File: src/rtl/aes_key_expander_if.sv
`default_nettype none
// ============================================================================
// Module      : aes_key_expander_if
// Description : Bus bundle between the AES-128 key schedule generator and its
//               surroundings: key load strobe, round-key valid/ready stream,
//               status flags and the optional round-key storage read port.
//
//               key_in     [127:0]  cipher key, w0 in [127:96]
//               key_load            single-cycle expansion start strobe
//               rk_ready            consumer accepts the current round key
//               rk_valid            round_key / rk_idx are valid
//               round_key  [127:0]  current round key, same word order as key
//               rk_idx     [3:0]    index of round_key, 0..10
//               busy                expansion in progress
//               done                one-cycle pulse after key 10 is accepted
//               rk_rd_idx  [3:0]    storage read index
//               rk_rd_data [127:0]  storage read data
//
//               master : key source / round-key consumer side
//               slave  : the key expander
// Revision    : 1.0 - initial release
// ============================================================================
interface aes_key_expander_if;
    logic [127:0] key_in;
    logic         key_load;
    logic         rk_ready;
    logic         rk_valid;
    logic [127:0] round_key;
    logic [3:0]   rk_idx;
    logic         busy;
    logic         done;
    logic [3:0]   rk_rd_idx;
    logic [127:0] rk_rd_data;

    modport master (
        output key_in,
        output key_load,
        output rk_ready,
        output rk_rd_idx,
        input  rk_valid,
        input  round_key,
        input  rk_idx,
        input  busy,
        input  done,
        input  rk_rd_data
    );

    modport slave (
        input  key_in,
        input  key_load,
        input  rk_ready,
        input  rk_rd_idx,
        output rk_valid,
        output round_key,
        output rk_idx,
        output busy,
        output done,
        output rk_rd_data
    );
endinterface
`default_nettype wire

File: src/rtl/aes_key_expander.sv
`default_nettype none
// ============================================================================
// Module      : aes_key_expander (with helpers aes_sbox, aes_rcon)
// Description : Sequential AES-128 key schedule. After a key_load strobe the
//               eleven round keys (index 0..10) are streamed one per accepted
//               valid/ready handshake. A key_load while expanding restarts
//               the schedule from the new key. done pulses for one cycle after
//               round key 10 is accepted.
//
//               Ports:
//                 clk    system clock, rising edge
//                 rst_n  asynchronous active-low reset
//                 bus    aes_key_expander_if.slave (key load, round-key
//                        stream, status, storage read port)
//
//               Optional feature macro: KEY_SCHED_STORE_EN
//                 defined   : 11 x 128 register file captures every accepted
//                             round key; rk_rd_data = entry[rk_rd_idx],
//                             0 for indices above 10.
//                 undefined : no storage, rk_rd_data tied to 0.
// Revision    : 1.0 - initial release
// ============================================================================

// ----------------------------------------------------------------------------
// aes_sbox: AES byte substitution computed arithmetically.
//   i_byte  [7:0]  input byte
//   o_byte  [7:0]  S-box output
// The multiplicative inverse is a^254 in GF(2^8) (0 maps to 0), built from an
// addition chain of squarings and multiplies, followed by the affine map.
// ----------------------------------------------------------------------------
module aes_sbox (
    input  wire logic [7:0] i_byte,
    output logic      [7:0] o_byte
);
    // GF(2^8) multiply modulo x^8 + x^4 + x^3 + x + 1
    function automatic logic [7:0] gf_mul(input logic [7:0] a, input logic [7:0] b);
        logic [7:0] p;
        logic [7:0] x;
        p = 8'h00;
        x = a;
        for (int i = 0; i < 8; i++) begin
            if (b[i]) begin
                p = p ^ x;
            end
            x = {x[6:0], 1'b0} ^ (x[7] ? 8'h1b : 8'h00);
        end
        return p;
    endfunction

    logic [7:0] w_a2;
    logic [7:0] w_a3;
    logic [7:0] w_a6;
    logic [7:0] w_a12;
    logic [7:0] w_a15;
    logic [7:0] w_a30;
    logic [7:0] w_a60;
    logic [7:0] w_a120;
    logic [7:0] w_a240;
    logic [7:0] w_a252;
    logic [7:0] w_inv;

    // a^254 = a^240 * a^12 * a^2
    assign w_a2   = gf_mul(i_byte, i_byte);
    assign w_a3   = gf_mul(w_a2, i_byte);
    assign w_a6   = gf_mul(w_a3, w_a3);
    assign w_a12  = gf_mul(w_a6, w_a6);
    assign w_a15  = gf_mul(w_a12, w_a3);
    assign w_a30  = gf_mul(w_a15, w_a15);
    assign w_a60  = gf_mul(w_a30, w_a30);
    assign w_a120 = gf_mul(w_a60, w_a60);
    assign w_a240 = gf_mul(w_a120, w_a120);
    assign w_a252 = gf_mul(w_a240, w_a12);
    assign w_inv  = gf_mul(w_a252, w_a2);

    // Affine transform: s ^ rotl(s,1) ^ rotl(s,2) ^ rotl(s,3) ^ rotl(s,4) ^ 0x63
    assign o_byte = w_inv
                  ^ {w_inv[6:0], w_inv[7]}
                  ^ {w_inv[5:0], w_inv[7:6]}
                  ^ {w_inv[4:0], w_inv[7:5]}
                  ^ {w_inv[3:0], w_inv[7:4]}
                  ^ 8'h63;
endmodule

// ----------------------------------------------------------------------------
// aes_rcon: round-constant lookup.
//   i_round_num [3:0]   round number, 1..10
//   o_rcon      [31:0]  round constant in bits [31:24], zeros below
// ----------------------------------------------------------------------------
module aes_rcon (
    input  wire logic [3:0]  i_round_num,
    output logic      [31:0] o_rcon
);
    logic [7:0] w_rc;

    always_comb begin
        w_rc = 8'h00;
        case (i_round_num)
            4'd1:    w_rc = 8'h01;
            4'd2:    w_rc = 8'h02;
            4'd3:    w_rc = 8'h04;
            4'd4:    w_rc = 8'h08;
            4'd5:    w_rc = 8'h10;
            4'd6:    w_rc = 8'h20;
            4'd7:    w_rc = 8'h40;
            4'd8:    w_rc = 8'h80;
            4'd9:    w_rc = 8'h1b;
            4'd10:   w_rc = 8'h36;
            default: w_rc = 8'h00;
        endcase
    end

    assign o_rcon = {w_rc, 24'h000000};
endmodule

// ----------------------------------------------------------------------------
// aes_key_expander: top level
// ----------------------------------------------------------------------------
module aes_key_expander (
    input  wire logic         clk,
    input  wire logic         rst_n,
    aes_key_expander_if.slave bus
);
    localparam logic [3:0] c_LAST_IDX = 4'd10;

    typedef enum logic [0:0] {
        ST_IDLE   = 1'b0,
        ST_EXPAND = 1'b1
    } state_t;

    state_t       r_state;
    state_t       w_state_nxt;
    logic [127:0] r_w;
    logic [127:0] w_w_nxt;
    logic [3:0]   r_rk_idx;
    logic [3:0]   w_rk_idx_nxt;
    logic         r_done;
    logic         w_done_nxt;

    logic         w_handshake;
    logic [3:0]   w_rcon_round;
    logic [31:0]  w_rcon;
    logic [31:0]  w_rot;
    logic [31:0]  w_sub;
    logic [31:0]  w_t;
    logic [31:0]  w_n0;
    logic [31:0]  w_n1;
    logic [31:0]  w_n2;
    logic [31:0]  w_n3;
    logic [127:0] w_round_next;

    assign w_handshake = (r_state == ST_EXPAND) && bus.rk_ready;

    // ------------------------------------------------------------------------
    // Next round key: t = SubWord(RotWord(w3)) ^ rcon, then a running XOR
    // chain across the four words. Only rounds 1..10 are ever requested from
    // the constant lookup; at index 10 the value is unused, so it is clamped.
    // ------------------------------------------------------------------------
    assign w_rcon_round = (r_rk_idx < c_LAST_IDX) ? (r_rk_idx + 4'd1) : c_LAST_IDX;

    aes_rcon u_rcon (
        .i_round_num (w_rcon_round),
        .o_rcon      (w_rcon)
    );

    assign w_rot = {r_w[23:0], r_w[31:24]};

    genvar g_i;
    generate
        for (g_i = 0; g_i < 4; g_i++) begin : g_subword
            aes_sbox u_sbox (
                .i_byte (w_rot[8*g_i +: 8]),
                .o_byte (w_sub[8*g_i +: 8])
            );
        end
    endgenerate

    assign w_t          = w_sub ^ w_rcon;
    assign w_n0         = r_w[127:96] ^ w_t;
    assign w_n1         = r_w[95:64]  ^ w_n0;
    assign w_n2         = r_w[63:32]  ^ w_n1;
    assign w_n3         = r_w[31:0]   ^ w_n2;
    assign w_round_next = {w_n0, w_n1, w_n2, w_n3};

    // ------------------------------------------------------------------------
    // State register
    // ------------------------------------------------------------------------
    always_ff @(posedge clk or negedge rst_n) begin
        if (!rst_n) begin
            r_state  <= ST_IDLE;
            r_w      <= '0;
            r_rk_idx <= '0;
            r_done   <= 1'b0;
        end else begin
            r_state  <= w_state_nxt;
            r_w      <= w_w_nxt;
            r_rk_idx <= w_rk_idx_nxt;
            r_done   <= w_done_nxt;
        end
    end

    // ------------------------------------------------------------------------
    // Next-state logic. A key_load always wins over an advancing handshake,
    // so a restart coincident with acceptance of key 10 produces no done.
    // ------------------------------------------------------------------------
    always_comb begin
        w_state_nxt  = r_state;
        w_w_nxt      = r_w;
        w_rk_idx_nxt = r_rk_idx;
        w_done_nxt   = 1'b0;

        case (r_state)
            ST_IDLE: begin
                if (bus.key_load) begin
                    w_state_nxt  = ST_EXPAND;
                    w_w_nxt      = bus.key_in;
                    w_rk_idx_nxt = 4'd0;
                end
            end

            ST_EXPAND: begin
                if (bus.key_load) begin
                    w_w_nxt      = bus.key_in;
                    w_rk_idx_nxt = 4'd0;
                end else if (w_handshake) begin
                    if (r_rk_idx == c_LAST_IDX) begin
                        w_state_nxt = ST_IDLE;
                        w_done_nxt  = 1'b1;
                    end else begin
                        w_w_nxt      = w_round_next;
                        w_rk_idx_nxt = r_rk_idx + 4'd1;
                    end
                end
            end

            default: begin
                w_state_nxt = ST_IDLE;
            end
        endcase
    end

    assign bus.rk_valid  = (r_state == ST_EXPAND);
    assign bus.busy      = (r_state == ST_EXPAND);
    assign bus.done      = r_done;
    assign bus.round_key = r_w;
    assign bus.rk_idx    = r_rk_idx;

    // ------------------------------------------------------------------------
    // Optional round-key storage. Every accepted key is written, including
    // the one accepted in the same cycle as a restarting key_load.
    // ------------------------------------------------------------------------
`ifdef KEY_SCHED_STORE_EN
    logic [127:0] r_store [0:10];

    always_ff @(posedge clk or negedge rst_n) begin
        if (!rst_n) begin
            for (int i = 0; i < 11; i++) begin
                r_store[i] <= '0;
            end
        end else if (w_handshake) begin
            r_store[r_rk_idx] <= r_w;
        end
    end

    assign bus.rk_rd_data = (bus.rk_rd_idx <= c_LAST_IDX) ? r_store[bus.rk_rd_idx] : '0;
`else
    logic w_unused_rd_idx;

    assign w_unused_rd_idx = ^bus.rk_rd_idx;
    assign bus.rk_rd_data  = '0;
`endif

endmodule
`default_nettype wire

File: src/flat_wrapper.sv
// flat-port wrapper written by rule: the top's interface ports become plain ports
module aes_key_expander_flat 
  (clk, rst_n, bus_key_in, bus_key_load, bus_rk_ready, bus_rk_rd_idx, bus_rk_valid, bus_round_key, bus_rk_idx, bus_busy, bus_done, bus_rk_rd_data);
  aes_key_expander_if bus_i ();
  input  wire logic clk;
  input  wire logic rst_n;
  input wire logic [$bits(bus_i.key_in)-1:0] bus_key_in;
  input wire logic [$bits(bus_i.key_load)-1:0] bus_key_load;
  input wire logic [$bits(bus_i.rk_ready)-1:0] bus_rk_ready;
  input wire logic [$bits(bus_i.rk_rd_idx)-1:0] bus_rk_rd_idx;
  output wire logic [$bits(bus_i.rk_valid)-1:0] bus_rk_valid;
  output wire logic [$bits(bus_i.round_key)-1:0] bus_round_key;
  output wire logic [$bits(bus_i.rk_idx)-1:0] bus_rk_idx;
  output wire logic [$bits(bus_i.busy)-1:0] bus_busy;
  output wire logic [$bits(bus_i.done)-1:0] bus_done;
  output wire logic [$bits(bus_i.rk_rd_data)-1:0] bus_rk_rd_data;
  assign bus_i.key_in = bus_key_in;
  assign bus_i.key_load = bus_key_load;
  assign bus_i.rk_ready = bus_rk_ready;
  assign bus_i.rk_rd_idx = bus_rk_rd_idx;
  assign bus_rk_valid = bus_i.rk_valid;
  assign bus_round_key = bus_i.round_key;
  assign bus_rk_idx = bus_i.rk_idx;
  assign bus_busy = bus_i.busy;
  assign bus_done = bus_i.done;
  assign bus_rk_rd_data = bus_i.rk_rd_data;
  aes_key_expander u_core (.clk(clk), .rst_n(rst_n), .bus(bus_i));
endmodule
File: config.mk
export PLATFORM = sky130hd
export DESIGN_NAME = aes_key_expander_flat
export DESIGN_NICKNAME = d
export VERILOG_FILES = /design/src/rtl/aes_key_expander_if.sv /design/src/rtl/aes_key_expander.sv /design/src/flat_wrapper.sv
export SDC_FILE = /design/constraint.sdc
export NUM_CORES = 2
export LEC_CHECK = 0
export BUFFER_PORTS_ARGS = -buffer_cell sky130_fd_sc_hd__buf_2
export CORE_MARGIN = 3
export CORE_UTILIZATION = 51
export DETAILED_ROUTE_END_ITERATION = 10
export GPL_TIMING_DRIVEN = 0
export PLACE_DENSITY = 0.71
export SETUP_SLACK_MARGIN = 0.1
export SYNTH_ARGS = -nofsm -noshare
export SYNTH_HDL_FRONTEND = slang
export SYNTH_SLANG_ARGS = --single-unit
File: constraint.sdc
create_clock -name clk -period 22.1 [get_ports clk]
set_input_delay 1.105 -clock clk [delete_from_list [all_inputs] [get_ports clk]]
set_output_delay 1.105 -clock clk [all_outputs]
set_load 0.005 [all_outputs]
==> impl_metrics.py <==
metrics = {
    "sta": {
        "fmax_mhz": 47.7,
        "rsz0062_at_grt": "true",
        "post-route-period-util_pct": 94.9,
        "drv_slew": 0,
        "finalHoldViolCount": 0,
        "final.min_clock_period_ns": 20.97,
        "worst_pin_slew_ns": 1.33,
        "slew_headroom_pct": 10.7,
        "setup_viol": 0,
        "fin_hold_ws_ns": 0.518,
        "final.setup_skew_ns": 0.0208,
    },
    "clock_network": {
        "clockBufferDepth": 2,
        "cts_tree": "built",
        "clkTransAtPathRegs_ns": 0.07,
        "cts-root-buf": "clkbuf_16",
        "clk_latency_ns": 0.47,
        "cts_htree_levels": 4,
        "numCtsBuffers": 17,
        "cts_sinks": 134,
        "hold_buffers": 0,
    },
    "synth": {
        "yosys.area.top_type": "xnor2_1",
        "ys_seq_elements": 134,
        "netlist_instances": 6670,
        "yosys.area.top_type_share_pct": 19.6,
        "syn_area_um2": 53100,
        "ys.flop_type": "dfrtp_1",
        "synth_cell_type_count": 124,
        "ys_seq_area_share_pct": 6.32,
        "synth_area_leaders": "xnor2_1 (20%), xnor3_1 (14%), xor2_1 (7.4%)",
        "async_flop_share_pct": 100,
        "synth_warnings": 0,
        "synth-edff-count": 0,
        "syn_area_per_cell_um2": 7.95,
    },
    "global_route": {
        "antenna_found_initial": 20,
        "grt_max_degree": 88,
        "grt_pass1_vias": 46500,
        "grt_use_total_pct": 31.9,
        "overflow": 0,
        "grt_pass1_wl_um": 274000,
    },
    "min_path": {
        "min_path_type": "flip-flop to flip-flop",
    },
    "final_layout": {
        "drive_gt1_share_pct": 14.4,
        "area_growth_pct": 10.2,
        "final_cell_mix": "xnor2_1 (1133), nor2_1 (785), nand2_1 (702)",
        "final_common_cell": "xnor2_1",
        "fin_cells": 8529,
        "fin_util_pct": 57.0,
        "fillCellCount": 9549,
        "final_nets": 7302,
    },
    "drt": {
        "drc": 0,
        "drtIter0Drc": 6217,
        "num_vias": 50900,
        "avgViaCountPerCell": 5.97,
        "routedWlPerCell_um": 21.2,
        "dr.pass1.iters": 7,
        "ant_nets": 0,
        "wl_um": 181000,
    },
    "critical_path": {
        "cp.required_ns": 22.45,
        "critical_path_class": "flip-flop to flip-flop",
        "max_stage_delay_ns": 0.66,
        "critical_path_arrival_ns": 21.32,
        "startpoint_type": "flip-flop",
        "worst_setup_path_end_kind": "flip-flop",
        "path_max_fanout": 10,
        "crit_slowest_cell": "xnor3_1",
        "critPathMostFrequentCell": "xnor2_1",
    },
    "floorplan": {
        "ios": 399,
        "core_um2": 102000,
        "die_area_um2": 108000,
        "fp.dieW_um": 329,
        "start_util_pct": 51.8,
        "num_rows": 117,
        "fp.dieH_um": 329,
    },
    "place": {
        "place_inst": 8432,
        "io_buffers": 266,
        "dp_hpwl_um": 141000,
        "gp_congestion": 1.01,
    },
    "job": {
        "cap_violations": 0,
    },
    "run_status": {
        "status": "finished, final reports clean",
    },
}
-- logic make-up after synthesis --
logic type	after synthesis	share of synthesized area, %
adder cells (fa/ha/maj)	36	0.840
AO/OA/AOI/OAI	1191	14.7
AND/OR/NAND/NOR	2206	18.7
XOR/XNOR	2148	47.9
flip-flops	134	6.32
multiplexers	259	5.04
other	1	0.00707
buffers and inverters	695	6.47
-- Yosys cell counts, drive strengths merged, types with 16 or more instances --
cell    count
xnor3     362
a221oi     20
nor4       22
xnor2    1275
inv       112
xor2      470
a21boi     22
o211ai     35
a21o       21
or2        20
ha         34
mux2       45
buf       326
clkbuf    240
and2       40
dfrtp     134
a211oi     38
nand2     703
or3        44
a311oi     16
o22a       21
nor2      795
a21oi     318
and3       41
o31ai      27
xor3       41
o22ai      59
nor3b      29
o21a       22
clkinv     17
a31oi      57
nor3      151
a32oi      19
nand4      21
mux2i     213
o21ai     285
nand3     149
nor2b      77
o311ai     20
a22oi      81
nand2b     55
-- final cells by class --
class,count,area (um^2),share of cell area (%)
clock inverters,15,131,0.225
inverters,129,484,0.828
plain buffers,566,2980,5.10
repair buffers,316,1730,2.96
diodes,16,40.0,0.0685
flip-flops and latches,134,3350,5.74
multi-input cells,5968,47600,81.4
clock buffers,17,425,0.728
well taps,1368,1710,2.93
-- repair_timing --
item / in CTS / in global routing
endpoints found under the setup margin: 111 / 128
buffers inserted: 4 / 45
resized for setup: 35 / 119
pin swaps: 2 / 12
-- critical path, delay by kind of cell, from the launching register on --
kind	cells	cell delay, ns
AOI/OAI and AO/OA	4	0.96
and+or+nand+nor	8	0.93
xor gates and xnor gates	41	12.18
buffers and inverters	14	3.10
muxes	4	0.82
adders and majority gates	7	2.27
DFF	1	0.54
-- final timing paths --
kind                                                            start                               endpoint  slack [ns]  cells after the start
min in group asynchronous                                       rst_n   u_core.bus.round_key[71]$_DFFE_PN0P_        0.72                      1
worst min register to register  u_core.bus.round_key[117]$_DFFE_PN0P_  u_core.bus.round_key[117]$_DFFE_PN0P_        0.52                      2
worst min-delay path            u_core.bus.round_key[117]$_DFFE_PN0P_  u_core.bus.round_key[117]$_DFFE_PN0P_        0.52                      2
worst max register to register   u_core.bus.round_key[31]$_DFFE_PN0P_    u_core.bus.round_key[6]$_DFFE_PN0P_        1.13                     78
max in group asynchronous                                       rst_n   u_core.bus.round_key[15]$_DFFE_PN0P_       20.56                      2
worst max-delay path             u_core.bus.round_key[31]$_DFFE_PN0P_    u_core.bus.round_key[6]$_DFFE_PN0P_        1.13                     78
-- flip-flops by register name, summed over array words and instances, names as in the netlist --
signal and flops:
u_core.bus.round_key 128, u_core.bus.done 1, u_core.bus.rk_idx 4, u_core.bus.busy 1
-- routing by layer --
metal / GRT usage [%] / part of all wire [%] / up-vias
li1: - / - / 23500
met1: 43.3 / 41 / 24200
met2: 48.2 / 43 / 2677
met3: 7.16 / 11 / 513
met4: 14.6 / 5.4 / 10
met5: 0 / 0.043 / -
-- per-stage QoR --
stage                     setup WS [ns]  setup TNS [ns]  cell area, um^2
after detailed placement          -1.16          -33.46            56600
final                              1.13               0            58500
after floorplan                    3.19               0            53500
after CTS                        0.0994               0            57500
after global placement           -0.716          -13.21            56600
after global routing             0.0102               0            58400
Power is not shown: default switching activity piles up to over one toggle a cycle in this logic, so the estimate is an artifact.
